$ cat src/rtl/ex_pkg.sv
// Shared types for the SimpleRISC execute stage: opcode encoding, FSM states, default widths.
package ex_pkg;

  localparam int XLEN_DEF = 32;
  localparam int PC_W_DEF = 10;

  typedef enum logic [4:0] {
    OP_ADD  = 5'd0,
    OP_SUB  = 5'd1,
    OP_MUL  = 5'd2,
    OP_DIV  = 5'd3,
    OP_MOD  = 5'd4,
    OP_CMP  = 5'd5,
    OP_AND  = 5'd6,
    OP_OR   = 5'd7,
    OP_NOT  = 5'd8,
    OP_MOV  = 5'd9,
    OP_LSL  = 5'd10,
    OP_LSR  = 5'd11,
    OP_ASR  = 5'd12,
    OP_NOP  = 5'd13,
    OP_LD   = 5'd14,
    OP_ST   = 5'd15,
    OP_BEQ  = 5'd16,
    OP_BGT  = 5'd17,
    OP_B    = 5'd18,
    OP_CALL = 5'd19,
    OP_RET  = 5'd20
  } opcode_e;

  typedef enum logic [1:0] {
    IDLE = 2'd0,
    DIV  = 2'd1,
    DONE = 2'd2
  } state_e;

endpackage

$ cat src/rtl/ex_stage_iter_divider.sv
// Signed radix-2 restoring divider: one quotient bit per cycle on operand magnitudes,
// signs and the div-by-zero / MIN_INT÷-1 corner cases applied at the output.
module iter_divider #(
  parameter int XLEN  = 32,
  parameter int ITERS = 32
) (
  input  logic            clk,
  input  logic            rst_n,
  input  logic            start_i,
  input  logic [XLEN-1:0] dividend_i,
  input  logic [XLEN-1:0] divisor_i,
  output logic            busy_o,
  output logic            done_o,
  output logic [XLEN-1:0] quotient_o,
  output logic [XLEN-1:0] remainder_o
);

  localparam int CW = $clog2(ITERS + 1);
  localparam logic [XLEN-1:0] MIN_INT = {1'b1, {(XLEN-1){1'b0}}};

  logic [CW-1:0]   cnt_q, cnt_d;
  logic [XLEN-1:0] rem_q, rem_d;
  logic [XLEN-1:0] quo_q, quo_d;
  logic [XLEN-1:0] dvsr_q, dvsr_d;
  logic [XLEN-1:0] dividend_q, dividend_d;
  logic            neg_q_q, neg_q_d;
  logic            neg_r_q, neg_r_d;
  logic            div0_q, div0_d;
  logic            ovf_q, ovf_d;

  logic [XLEN:0]   shifted;
  logic [XLEN:0]   trial;

  always_comb begin
    cnt_d      = cnt_q;
    rem_d      = rem_q;
    quo_d      = quo_q;
    dvsr_d     = dvsr_q;
    dividend_d = dividend_q;
    neg_q_d    = neg_q_q;
    neg_r_d    = neg_r_q;
    div0_d     = div0_q;
    ovf_d      = ovf_q;
    shifted    = {rem_q, quo_q[XLEN-1]};
    trial      = shifted - {1'b0, dvsr_q};
    if (start_i) begin
      cnt_d      = CW'(ITERS);
      rem_d      = '0;
      quo_d      = dividend_i[XLEN-1] ? -dividend_i : dividend_i;
      dvsr_d     = divisor_i[XLEN-1] ? -divisor_i : divisor_i;
      dividend_d = dividend_i;
      neg_q_d    = dividend_i[XLEN-1] ^ divisor_i[XLEN-1];
      neg_r_d    = dividend_i[XLEN-1];
      div0_d     = (divisor_i == '0);
      ovf_d      = (dividend_i == MIN_INT) && (divisor_i == '1);
    end else if (cnt_q != '0) begin
      // Restore by keeping the shifted value when the trial subtraction borrows.
      if (!trial[XLEN]) begin
        rem_d = trial[XLEN-1:0];
        quo_d = {quo_q[XLEN-2:0], 1'b1};
      end else begin
        rem_d = shifted[XLEN-1:0];
        quo_d = {quo_q[XLEN-2:0], 1'b0};
      end
      cnt_d = cnt_q - CW'(1);
    end
  end

  always_ff @(posedge clk) begin
    if (!rst_n) begin
      cnt_q      <= '0;
      rem_q      <= '0;
      quo_q      <= '0;
      dvsr_q     <= '0;
      dividend_q <= '0;
      neg_q_q    <= 1'b0;
      neg_r_q    <= 1'b0;
      div0_q     <= 1'b0;
      ovf_q      <= 1'b0;
    end else begin
      cnt_q      <= cnt_d;
      rem_q      <= rem_d;
      quo_q      <= quo_d;
      dvsr_q     <= dvsr_d;
      dividend_q <= dividend_d;
      neg_q_q    <= neg_q_d;
      neg_r_q    <= neg_r_d;
      div0_q     <= div0_d;
      ovf_q      <= ovf_d;
    end
  end

  assign busy_o = (cnt_q != '0);
  // High during the final iteration: results are valid after the coming edge.
  assign done_o = (cnt_q == CW'(1));

  always_comb begin
    if (div0_q) begin
      quotient_o  = '1;
      remainder_o = dividend_q;
    end else if (ovf_q) begin
      quotient_o  = MIN_INT;
      remainder_o = '0;
    end else begin
      quotient_o  = neg_q_q ? -quo_q : quo_q;
      remainder_o = neg_r_q ? -rem_q : rem_q;
    end
  end

endmodule

$ cat src/rtl/ex_stage.sv
// SimpleRISC execute stage: ALU, E/GT flags, branch resolution, iterative div/mod.
// Define ITER_MUL_EN to run mul through the iterative path (shift-add) instead of single-cycle.
//
// state | meaning
// IDLE  | single-cycle ops issue here; div/mod captured and divider started
// DIV   | one iteration per cycle, upstream stalled
// DONE  | iterative result registered toward EX/MA, then back to IDLE
module ex_stage
  import ex_pkg::*;
#(
  parameter int XLEN       = XLEN_DEF,
  parameter int PC_W       = PC_W_DEF,
  parameter int DIV_CYCLES = 32
) (
  input  logic            clk,
  input  logic            rst_n,
  input  logic            in_valid,
  input  logic [PC_W-1:0] in_pc,
  input  logic [XLEN-1:0] in_branch_target,
  input  logic [XLEN-1:0] in_op_a,
  input  logic [XLEN-1:0] in_op_b,
  input  logic [XLEN-1:0] in_op2,
  input  logic [XLEN-1:0] in_ir,
  output logic            stall,
  output logic            out_valid,
  output logic [PC_W-1:0] out_pc,
  output logic [XLEN-1:0] out_alu_result,
  output logic [XLEN-1:0] out_op2,
  output logic [XLEN-1:0] out_ir,
  output logic            is_branch_taken,
  output logic [PC_W-1:0] branch_pc,
  output logic            flag_e,
  output logic            flag_gt
);

  state_e          state_q, state_d;
  logic            out_valid_q, out_valid_d;
  logic [PC_W-1:0] out_pc_q, out_pc_d;
  logic [XLEN-1:0] out_res_q, out_res_d;
  logic [XLEN-1:0] out_op2_q, out_op2_d;
  logic [XLEN-1:0] out_ir_q, out_ir_d;
  logic            br_taken_q, br_taken_d;
  logic [PC_W-1:0] branch_pc_q, branch_pc_d;
  logic            flag_e_q, flag_e_d;
  logic            flag_gt_q, flag_gt_d;
  logic [PC_W-1:0] cap_pc_q, cap_pc_d;
  logic [XLEN-1:0] cap_op2_q, cap_op2_d;
  logic [XLEN-1:0] cap_ir_q, cap_ir_d;
  logic            cap_mod_q, cap_mod_d;

  opcode_e         op;
  logic [XLEN-1:0] alu_res;
  logic            br_take;
  logic [PC_W-1:0] br_target;
  logic [PC_W-1:0] pc_plus4;
  logic            is_cmp, iter_op, is_mod_op, is_mul_op;
  logic            iter_fin;
  logic [XLEN-1:0] done_res;
  logic            div_start, div_busy, div_done;
  logic [XLEN-1:0] div_quo, div_rem;
  logic            unused_target_hi;

`ifdef ITER_MUL_EN
  localparam int MCW = $clog2(DIV_CYCLES + 1);
  logic            cap_mul_q, cap_mul_d;
  logic [XLEN-1:0] mul_a_q, mul_a_d;
  logic [XLEN-1:0] mul_b_q, mul_b_d;
  logic [XLEN-1:0] mul_acc_q, mul_acc_d;
  logic [MCW-1:0]  mul_cnt_q, mul_cnt_d;
`endif

  assign op               = opcode_e'(in_ir[31:27]);
  assign pc_plus4         = in_pc + PC_W'(4);
  assign br_target        = (op == OP_RET) ? in_op_a[PC_W-1:0] : in_branch_target[PC_W-1:0];
  assign unused_target_hi = ^in_branch_target[XLEN-1:PC_W];

  // Flags are registered at the cmp's own edge, so a branch one cycle later sees them directly.
  always_comb begin
    alu_res   = '0;
    br_take   = 1'b0;
    is_cmp    = 1'b0;
    iter_op   = 1'b0;
    is_mod_op = 1'b0;
    is_mul_op = 1'b0;
    case (op)
      OP_ADD:  alu_res = in_op_a + in_op_b;
      OP_SUB:  alu_res = in_op_a - in_op_b;
`ifdef ITER_MUL_EN
      OP_MUL: begin
        iter_op   = 1'b1;
        is_mul_op = 1'b1;
      end
`else
      OP_MUL:  alu_res = in_op_a * in_op_b;
`endif
      OP_DIV:  iter_op = 1'b1;
      OP_MOD: begin
        iter_op   = 1'b1;
        is_mod_op = 1'b1;
      end
      OP_CMP:  is_cmp = 1'b1;
      OP_AND:  alu_res = in_op_a & in_op_b;
      OP_OR:   alu_res = in_op_a | in_op_b;
      OP_NOT:  alu_res = ~in_op_b;
      OP_MOV:  alu_res = in_op_b;
      OP_LSL:  alu_res = in_op_a << in_op_b[4:0];
      OP_LSR:  alu_res = in_op_a >> in_op_b[4:0];
      OP_ASR:  alu_res = $signed(in_op_a) >>> in_op_b[4:0];
      OP_LD:   alu_res = in_op_a + in_op_b;
      OP_ST:   alu_res = in_op_a + in_op_b;
      OP_BEQ:  br_take = flag_e_q;
      OP_BGT:  br_take = flag_gt_q;
      OP_B:    br_take = 1'b1;
      OP_CALL: begin
        br_take = 1'b1;
        alu_res = {{(XLEN-PC_W){1'b0}}, pc_plus4};
      end
      OP_RET:  br_take = 1'b1;
      default: ;
    endcase
  end

  always_comb begin
    iter_fin = div_done || !div_busy;
    done_res = cap_mod_q ? div_rem : div_quo;
`ifdef ITER_MUL_EN
    if (cap_mul_q) begin
      iter_fin = (mul_cnt_q == MCW'(1));
      done_res = mul_acc_q;
    end
`endif
  end

  always_comb begin
    state_d     = state_q;
    out_valid_d = 1'b0;
    br_taken_d  = 1'b0;
    out_pc_d    = out_pc_q;
    out_res_d   = out_res_q;
    out_op2_d   = out_op2_q;
    out_ir_d    = out_ir_q;
    branch_pc_d = branch_pc_q;
    flag_e_d    = flag_e_q;
    flag_gt_d   = flag_gt_q;
    cap_pc_d    = cap_pc_q;
    cap_op2_d   = cap_op2_q;
    cap_ir_d    = cap_ir_q;
    cap_mod_d   = cap_mod_q;
    div_start   = 1'b0;
`ifdef ITER_MUL_EN
    cap_mul_d   = cap_mul_q;
    mul_a_d     = mul_a_q;
    mul_b_d     = mul_b_q;
    mul_acc_d   = mul_acc_q;
    mul_cnt_d   = mul_cnt_q;
`endif
    case (state_q)
      IDLE: begin
        if (in_valid && iter_op) begin
          state_d   = DIV;
          cap_pc_d  = in_pc;
          cap_op2_d = in_op2;
          cap_ir_d  = in_ir;
          cap_mod_d = is_mod_op;
          div_start = !is_mul_op;
`ifdef ITER_MUL_EN
          cap_mul_d = is_mul_op;
          mul_a_d   = in_op_a;
          mul_b_d   = in_op_b;
          mul_acc_d = '0;
          mul_cnt_d = MCW'(DIV_CYCLES);
`endif
        end else if (in_valid) begin
          out_valid_d = 1'b1;
          out_pc_d    = in_pc;
          out_res_d   = alu_res;
          out_op2_d   = in_op2;
          out_ir_d    = in_ir;
          br_taken_d  = br_take;
          branch_pc_d = br_target;
          if (is_cmp) begin
            flag_e_d  = (in_op_a == in_op_b);
            flag_gt_d = ($signed(in_op_a) > $signed(in_op_b));
          end
        end
      end
      DIV: begin
`ifdef ITER_MUL_EN
        if (cap_mul_q) begin
          if (mul_b_q[0]) mul_acc_d = mul_acc_q + mul_a_q;
          mul_a_d   = mul_a_q << 1;
          mul_b_d   = mul_b_q >> 1;
          mul_cnt_d = mul_cnt_q - MCW'(1);
        end
`endif
        if (iter_fin) state_d = DONE;
      end
      DONE: begin
        state_d     = IDLE;
        out_valid_d = 1'b1;
        out_pc_d    = cap_pc_q;
        out_res_d   = done_res;
        out_op2_d   = cap_op2_q;
        out_ir_d    = cap_ir_q;
      end
      default: state_d = IDLE;
    endcase
  end

  always_ff @(posedge clk) begin
    if (!rst_n) begin
      state_q     <= IDLE;
      out_valid_q <= 1'b0;
      out_pc_q    <= '0;
      out_res_q   <= '0;
      out_op2_q   <= '0;
      out_ir_q    <= '0;
      br_taken_q  <= 1'b0;
      branch_pc_q <= '0;
      flag_e_q    <= 1'b0;
      flag_gt_q   <= 1'b0;
      cap_pc_q    <= '0;
      cap_op2_q   <= '0;
      cap_ir_q    <= '0;
      cap_mod_q   <= 1'b0;
`ifdef ITER_MUL_EN
      cap_mul_q   <= 1'b0;
      mul_a_q     <= '0;
      mul_b_q     <= '0;
      mul_acc_q   <= '0;
      mul_cnt_q   <= '0;
`endif
    end else begin
      state_q     <= state_d;
      out_valid_q <= out_valid_d;
      out_pc_q    <= out_pc_d;
      out_res_q   <= out_res_d;
      out_op2_q   <= out_op2_d;
      out_ir_q    <= out_ir_d;
      br_taken_q  <= br_taken_d;
      branch_pc_q <= branch_pc_d;
      flag_e_q    <= flag_e_d;
      flag_gt_q   <= flag_gt_d;
      cap_pc_q    <= cap_pc_d;
      cap_op2_q   <= cap_op2_d;
      cap_ir_q    <= cap_ir_d;
      cap_mod_q   <= cap_mod_d;
`ifdef ITER_MUL_EN
      cap_mul_q   <= cap_mul_d;
      mul_a_q     <= mul_a_d;
      mul_b_q     <= mul_b_d;
      mul_acc_q   <= mul_acc_d;
      mul_cnt_q   <= mul_cnt_d;
`endif
    end
  end

  iter_divider #(
    .XLEN  (XLEN),
    .ITERS (DIV_CYCLES)
  ) u_div (
    .clk         (clk),
    .rst_n       (rst_n),
    .start_i     (div_start),
    .dividend_i  (in_op_a),
    .divisor_i   (in_op_b),
    .busy_o      (div_busy),
    .done_o      (div_done),
    .quotient_o  (div_quo),
    .remainder_o (div_rem)
  );

  assign stall           = (state_q != IDLE);
  assign out_valid       = out_valid_q;
  assign out_pc          = out_pc_q;
  assign out_alu_result  = out_res_q;
  assign out_op2         = out_op2_q;
  assign out_ir          = out_ir_q;
  assign is_branch_taken = br_taken_q;
  assign branch_pc       = branch_pc_q;
  assign flag_e          = flag_e_q;
  assign flag_gt         = flag_gt_q;

endmodule

$ cat config.mk
export PLATFORM = sky130hd
export DESIGN_NAME = ex_stage
export DESIGN_NICKNAME = d
export VERILOG_FILES = /design/src/rtl/ex_pkg.sv /design/src/rtl/ex_stage_iter_divider.sv /design/src/rtl/ex_stage.sv
export SDC_FILE = /design/constraint.sdc
export NUM_CORES = 2
export LEC_CHECK = 0
export CAP_MARGIN = 20
export CORE_MARGIN = 1
export CORE_UTILIZATION = 40
export DETAILED_ROUTE_END_ITERATION = 7
export HOLD_SLACK_MARGIN = 0.08
export PLACE_DENSITY = 0.56
export SLEW_MARGIN = 40
export SYNTH_ARGS = -nofsm -noshare
export SYNTH_HDL_FRONTEND = slang
export SYNTH_SLANG_ARGS = --single-unit
$ cat constraint.sdc
create_clock -name clk -period 10.5 [get_ports clk]
set_input_delay 1.05 -clock clk [delete_from_list [all_inputs] [get_ports clk]]
set_output_delay 1.05 -clock clk [all_outputs]
set_load 0.01 [all_outputs]
Word-level counts from Yosys, hierarchy flattened
Cells that the tools add are included.
Widths: inputs -> output; s select.
{"block": "op_classes", "muxes": 41, "add_sub_neg": 9, "n_reduce_logical": 21, "n_bitwise": 8, "n_mul": 1, "shift": 3, "eq_ne": 29, "n_lt_le_gt_ge": 1}
{"op": "$mux 32", "count": 18}
{"op": "$pmux 32 s11", "count": 1}
{"op": "$pmux 32 s2", "count": 3}
{"op": "$neg 32->32", "count": 4}
{"op": "$eq 32x32->1 const B", "count": 2}
{"op": "$eq 5x4->1 const B", "count": 7}
{"op": "$sub 33x32->33", "count": 1}
{"op": "$add 32x32->32", "count": 1}
{"op": "$and 32x32->32", "count": 1}
{"op": "$eq 32x32->1", "count": 1}
{"op": "$gt 32x32->1", "count": 1}
{"op": "$logic_not 32->1", "count": 1}
{"op": "$mul 32x32->32", "count": 1}
{"op": "$not 32->32", "count": 1}
{"op": "$or 32x32->32", "count": 1}
{"op": "$shl 32x5->32", "count": 1}
{"op": "$shr 32x5->32", "count": 1}
{"op": "$sshr 32x5->32", "count": 1}
{"op": "$sub 32x32->32", "count": 1}
{"op": "$mux 10", "count": 3}
{"op": "$eq 5x5->1 const B", "count": 5}
{"op": "$eq 5x3->1 const B", "count": 4}
{"op": "$pmux 10 s2", "count": 1}
{"op": "$mux 6", "count": 2}
{"op": "other kinds (28)", "count": 50}
{"block": "totals", "out_inout_bits": 121, "register_bits": 335, "elab_cells": 137, "in_bits": 173}

Longest topological paths before layout
{"block": "logic_depth", "depth_word": 7, "mapped_depth": 32, "ltp_nobuf": 26}

Hierarchy
From an unflattened synthesis, not the netlist that was laid out.
{"block": "hier_totals", "hier_cells": 5378, "area_unflattened_um2": 42665.9}
{"module": "ex_stage", "seq_area_each_um2": 3943.8, "n_inst": 1, "area_each_um2": 32128.3, "cells_per_inst": 4019}
{"module": "iter_divider", "seq_area_each_um2": 2742.6, "n_inst": 1, "area_each_um2": 10537.6, "cells_per_inst": 1359}

Least setup slack after synthesis
OpenSTA, ideal clock, no wires.
{"block": "synth_timing", "path_type": "in2reg", "start": "in in_op_b[2]", "end": "reg out_res_q[25] (netlist: out_alu_result[25])", "required_time_ps": 10378, "n_path_buf": 6, "setup_time_ps": 122, "stages": 30, "slack_ps": 1563, "arrival_ps": 8815, "path_cell_list": "clkbuf_1 inv_2 buf_1 clkbuf_1 buf_1 clkbuf_1 nor2_1 fa_1 inv_1 fa_1 fa_1 fa_1 inv_1 fa_1 inv_1 fa_1 inv_1 fa_1 fa_1 ha_1 clkbuf_1 nand3_1 nor2_1 nand3_1 and3b_1 nor2_1 xnor2_1 a221o_1 o31ai_1 a21oi_1"}
{"block": "synth_between", "elab_chain_len": 5, "elab_cells_between_ends": 10, "cone_classes": "2 x add/sub; 1 x mul; 3 x shift; 4 x mux"}
{"item": "start: declaration", "line": "ex_stage.sv:21", "source": "input logic [XLEN-1:0] in_op_b,"}
{"item": "$mul 32x32->32 (tied with other cells)", "line": "ex_stage.sv:94", "source": "OP_MUL: alu_res = in_op_a * in_op_b;"}
{"item": "$pmux 32 s11 (*)", "line": "ex_stage.sv:85", "source": "case (op)"}
{"item": "$mux 32 (*)", "line": "ex_stage.sv:173", "source": "end else if (in_valid) begin"}
{"item": "$mux 32 (*)", "line": "ex_stage.sv:159", "source": "if (in_valid && iter_op) begin"}
{"item": "$pmux 32 s2 (*)", "line": "ex_stage.sv:157", "source": "case (state_q)"}
{"item": "end signal: assignment", "line": "ex_stage.sv:237", "source": "out_res_q <= out_res_d;"}
{"item": "end: declaration", "line": "ex_stage.sv:39", "source": "logic [XLEN-1:0] out_res_q, out_res_d;"}
Mark *: on every way between the ends. The rest lies on a longest branch, timed or not. The select of a mux whose other input is x is not followed.
A chain may end at the register's enable or synchronous reset.

Worst setup path after layout
{"block": "layout_timing", "start": "in in_op_a[15]", "end": "reg out_res_q[25] (netlist: out_alu_result[25])"}
{"block": "layout_between", "elab_chain_len": 5, "elab_cells_between_ends": 10, "cone_classes": "2 x add/sub; 1 x mul; 3 x shift; 4 x mux"}
{"item": "start: declaration", "line": "ex_stage.sv:20", "source": "input logic [XLEN-1:0] in_op_a,"}
{"item": "$mul 32x32->32 (tied with other cells)", "line": "ex_stage.sv:94"}
{"item": "$pmux 32 s11 (*)", "line": "ex_stage.sv:85"}
{"item": "$mux 32 (*)", "line": "ex_stage.sv:173"}
{"item": "$mux 32 (*)", "line": "ex_stage.sv:159"}
{"item": "$pmux 32 s2 (*)", "line": "ex_stage.sv:157"}
Marks and branches as above.

==> impl_results.md <==
* Outcome: finished, violations left
* Failing checks: design-rule violations
* Met3 Use GR at 10.9%
* Synthesized area per cell at 7.84 um2
* Skew final at 37.1 ps
* Ranking of synthesized cells by area: fa_1 19%, dfxtp_1 16%, ha_1 7.7%
* Slew @ Worst Pin at 960 ps
* Clock buffer depth at 3
* H-tree depth at 2
* Routed Antenna Nets at 0
* Worst r2r path cells at 13
* Largest net degree at the start of global routing at 120
* Fmax at 112 MHz
* Vias per inst at 6.18
* Routability cong. at 1.03
* Drt drc at 34
* Syn_nets at between 6k and 7k
* Hold Crit Class: register to register
* Top Ports at 294
* Fill count at 10.7k
* DP Area at 46900 um2
* All-Layer GR Usage at 39.0%
* Num CTS Buffers at 40
* Share of cells above drive strength 1 at under 10%
* Initial Util at approximately 40%
* Crit end category: register
* R2R Setup Slk at between 6000 and 7000 ps
* Yosys reg bits at 334
* Setup TNS at 0 ps
* Hold_sp: cap_op2_q[22]
* DRT Pass-1 Iters at 8
* First-pass GRT wire length at approximately 300 mm
* DRT iter0 DRCs at 5085
* Max cap viols at 0
* CP Launch Type: input pin
* R2R Path Start: u_div.quo_q[31]
* Minimum clock period at 8930 ps
* Number of flops mapped to enable cells by yosys at 0
* Post-Synth XOR/XNOR Area at 4.97%
* Largest family of logic cells by synthesized area: adder cells
* Die ar. at 108000 um2
* Library cells used by synthesis at 84
* Grt ovf at 0
* Cell taking the most area after synthesis: fa_1
* RR Endpoint: u_div.rem_q[14]
* Initial antenna violation count at 20
* Post-Syn Instances at 5431
* Cts repair resizes at 0
* Ys flop type: dfxtp_1
* Final Slew Violations at 0
* Routed length per instance at 30.6 um
* Met1 GRT Util at between 50% and 60%
* Critical Path AT at 9390 ps
* Max VDD drop at 1090 uV
* Via Count at 43.0k
* Count leader, synth: nor2_1
* Busiest layer in global routing: met2
* Pwr dens at between 400 and 500 nW/um2
* Post-Route WL at around 210 mm
* Final Total Pwr at 20.4 mW
* Final-stage net count at 6365
* Endpoints failing setup at 0
* Hold endpoint: cap_op2_q[22]
* Final Hold Fails at 0
* FP Rows at between 100 and 150
* Horiz. Die Dim at 328 um
* Clock transition at path regs at around 60 ps
* Worst-Skew Late Latency at a little under 600 ps
* Mux share of post-synthesis cell area at 7.13%
* Leak at between 20 and 25 nW
* Critical path class: input pin to register
* YS warnings at 0
* Post-detail-place hpwl at 161 mm
* Area delta synth->final at 13.7%
* Post-synthesis simple-gate area fraction at 18.1%
* Post-CTS Hold Fix Bufs at 0
* Sink Count at approximately 330
* RSZ-0062 raised after global routing: no
* CTS root buffer: clkbuf_16
* Core area at 105000 um2
* Commonest cells in the netlist: 718 x nor2_1, 695 x nand2_1, 512 x inv_1
* Die height at 328 um
* TritonCTS clock tree: built
* Crit path required time at 10960 ps
* Setup bufs post-CTS at 0
* FFs w/ async S/R, synth at 0%
* Part of the cycle the worst path needs at 85.1%
* Met2 Use GR at 56.6%
* Worst hold path stage count at 2
* Seq/Total Area, Yosys at 15.7%
* Synth Area in Compound Gates at 18.7%
* Number of global-route vias before repair at approximately 41k
* CP max FO at 9
* Port Buffer Count at about 270
* Design Area, Final at 48400 um2
* Post-synthesis cell area at 42600 um2
* Adder-Cell Fraction of Synth Area at a little over a quarter
* Yosys top cell area share at 19.3%
* Max_slew headroom at 35.3%
-- cell usage in the layout, fill, tap and decap left out, types with 19 or more instances in the layout --
cell type / n
a211oi_1: 150
a21o_1: 32
a21oi_1: 338
a221oi_1: 19
a311oi_1: 43
a31oi_1: 27
and3_1: 21
buf_4: 178
clkbuf_16: 41
clkdlybuf4s50_1: 264
dfxtp_1: 333
fa_1: 411
ha_1: 261
inv_1: 504
mux2i_1: 140
mux4_2: 69
nand2_1: 694
nand2b_1: 26
nand3_1: 75
nand4_1: 32
nor2_1: 714
nor2b_1: 28
nor3_1: 61
nor4_1: 33
o211ai_1: 38
o21a_1: 28
o21ai_0: 255
o221ai_1: 25
o22ai_1: 24
o31ai_1: 51
o41ai_1: 22
or3_1: 31
xnor2_1: 161
xor2_1: 77
-- power by group --
group	leakage [nW]	switching (mW)	total, mW	internal (mW)
Sequential	2.72	0.132	1.51	1.38
Combinational	16.9	10.7	17.5	6.71
Clock	0.675	0.598	1.48	0.878
Total	20.3	11.5	20.4	8.97
-- cell type report --
cell class                      instances  area [um2]  share of cell area [%]
Clock buffer                           56        1160                    2.40
Inverter                              534        2010                    4.16
Antenna cell                            6        15.0                  0.0310
Multi-Input combinational cell       4157       32500                    67.1
Timing Repair Buffer                  453        4080                    8.44
Tap cell                             1391        1740                    3.60
Sequential cell                       334        6690                    13.8
Clock inverter                         16         218                   0.450
-- worst max-delay path by stage --
stage	slack, ps	to	from
2_1_floorplan	1560	out_alu_result[25]	in_op_b[2]
3_3_place_gp	1230	out_alu_result[25]	in_op_a[15]
3_5_place_dp	1110	out_alu_result[25]	in_op_a[15]
4_1_cts	1710	out_alu_result[25]	in_op_a[15]
5_1_grt	1420	out_alu_result[27]	in_op_a[15]
6_report	1570	out_alu_result[25]	in_op_a[15]
-- metrics by stage --
step           instances  utilization [%]  hold WS (ps)  setup WS [ps]
2_1_floorplan       5431                -           433           1560
6_report            6947             45.9           452           1570
3_5_place_dp        6869             44.5           444           1110
5_1_grt             6941             45.9           469           1420
4_1_cts             6941             45.8           452           1710
3_3_place_gp        6869             44.5           440           1230
-- critical path, stage by stage --
cell	delay, ps
clkdlybuf4s50_1	490
clkinv_1	640
nor2_1	360
fa_1	450
inv_1	80
fa_1	430
fa_1	510
fa_1	550
inv_1	50
fa_1	500
inv_1	50
fa_1	520
inv_1	50
fa_1	500
fa_1	420
ha_1	430
nand3_1	190
nor2_1	290
nand3_1	110
and3b_1	330
nor2_1	90
xnor2_1	280
a221o_1	440
o31ai_1	300
buf_4	210
a21oi_1	70
-- state kept, by name, indices dropped and copies added (netlist names), 2 cells and up --
signal,count
cap_ir_q,32
cap_op2_q,32
out_alu_result,32
out_ir,32
out_op2,32
u_div.dvsr_q,32
u_div.quo_q,32
u_div.rem_q,32
u_div.dividend_q,31
branch_pc,10
cap_pc_q,10
out_pc,10
u_div.cnt_q,6
state_q,2
-- cells by family after synthesis --
| group | after synthesis |
|---|---|
| simple gates | 1808 |
| xor+xnor | 240 |
| mux | 216 |
| compound gates | 1221 |
| buf+inv | 940 |
| flops | 334 |
| fa+ha+maj | 672 |
-- per-layer routing --
layer | up-vias | part of all wire [%] | wire length (um)
li1 | 18600 | - | -
met1 | 21100 | 40 | 85200
met2 | 2559 | 42 | 88700
met3 | 619 | 11 | 23800
met4 | 30 | 6.8 | 14400
met5 | - | 0.16 | 340
Power figures use the tool's default switching activity.
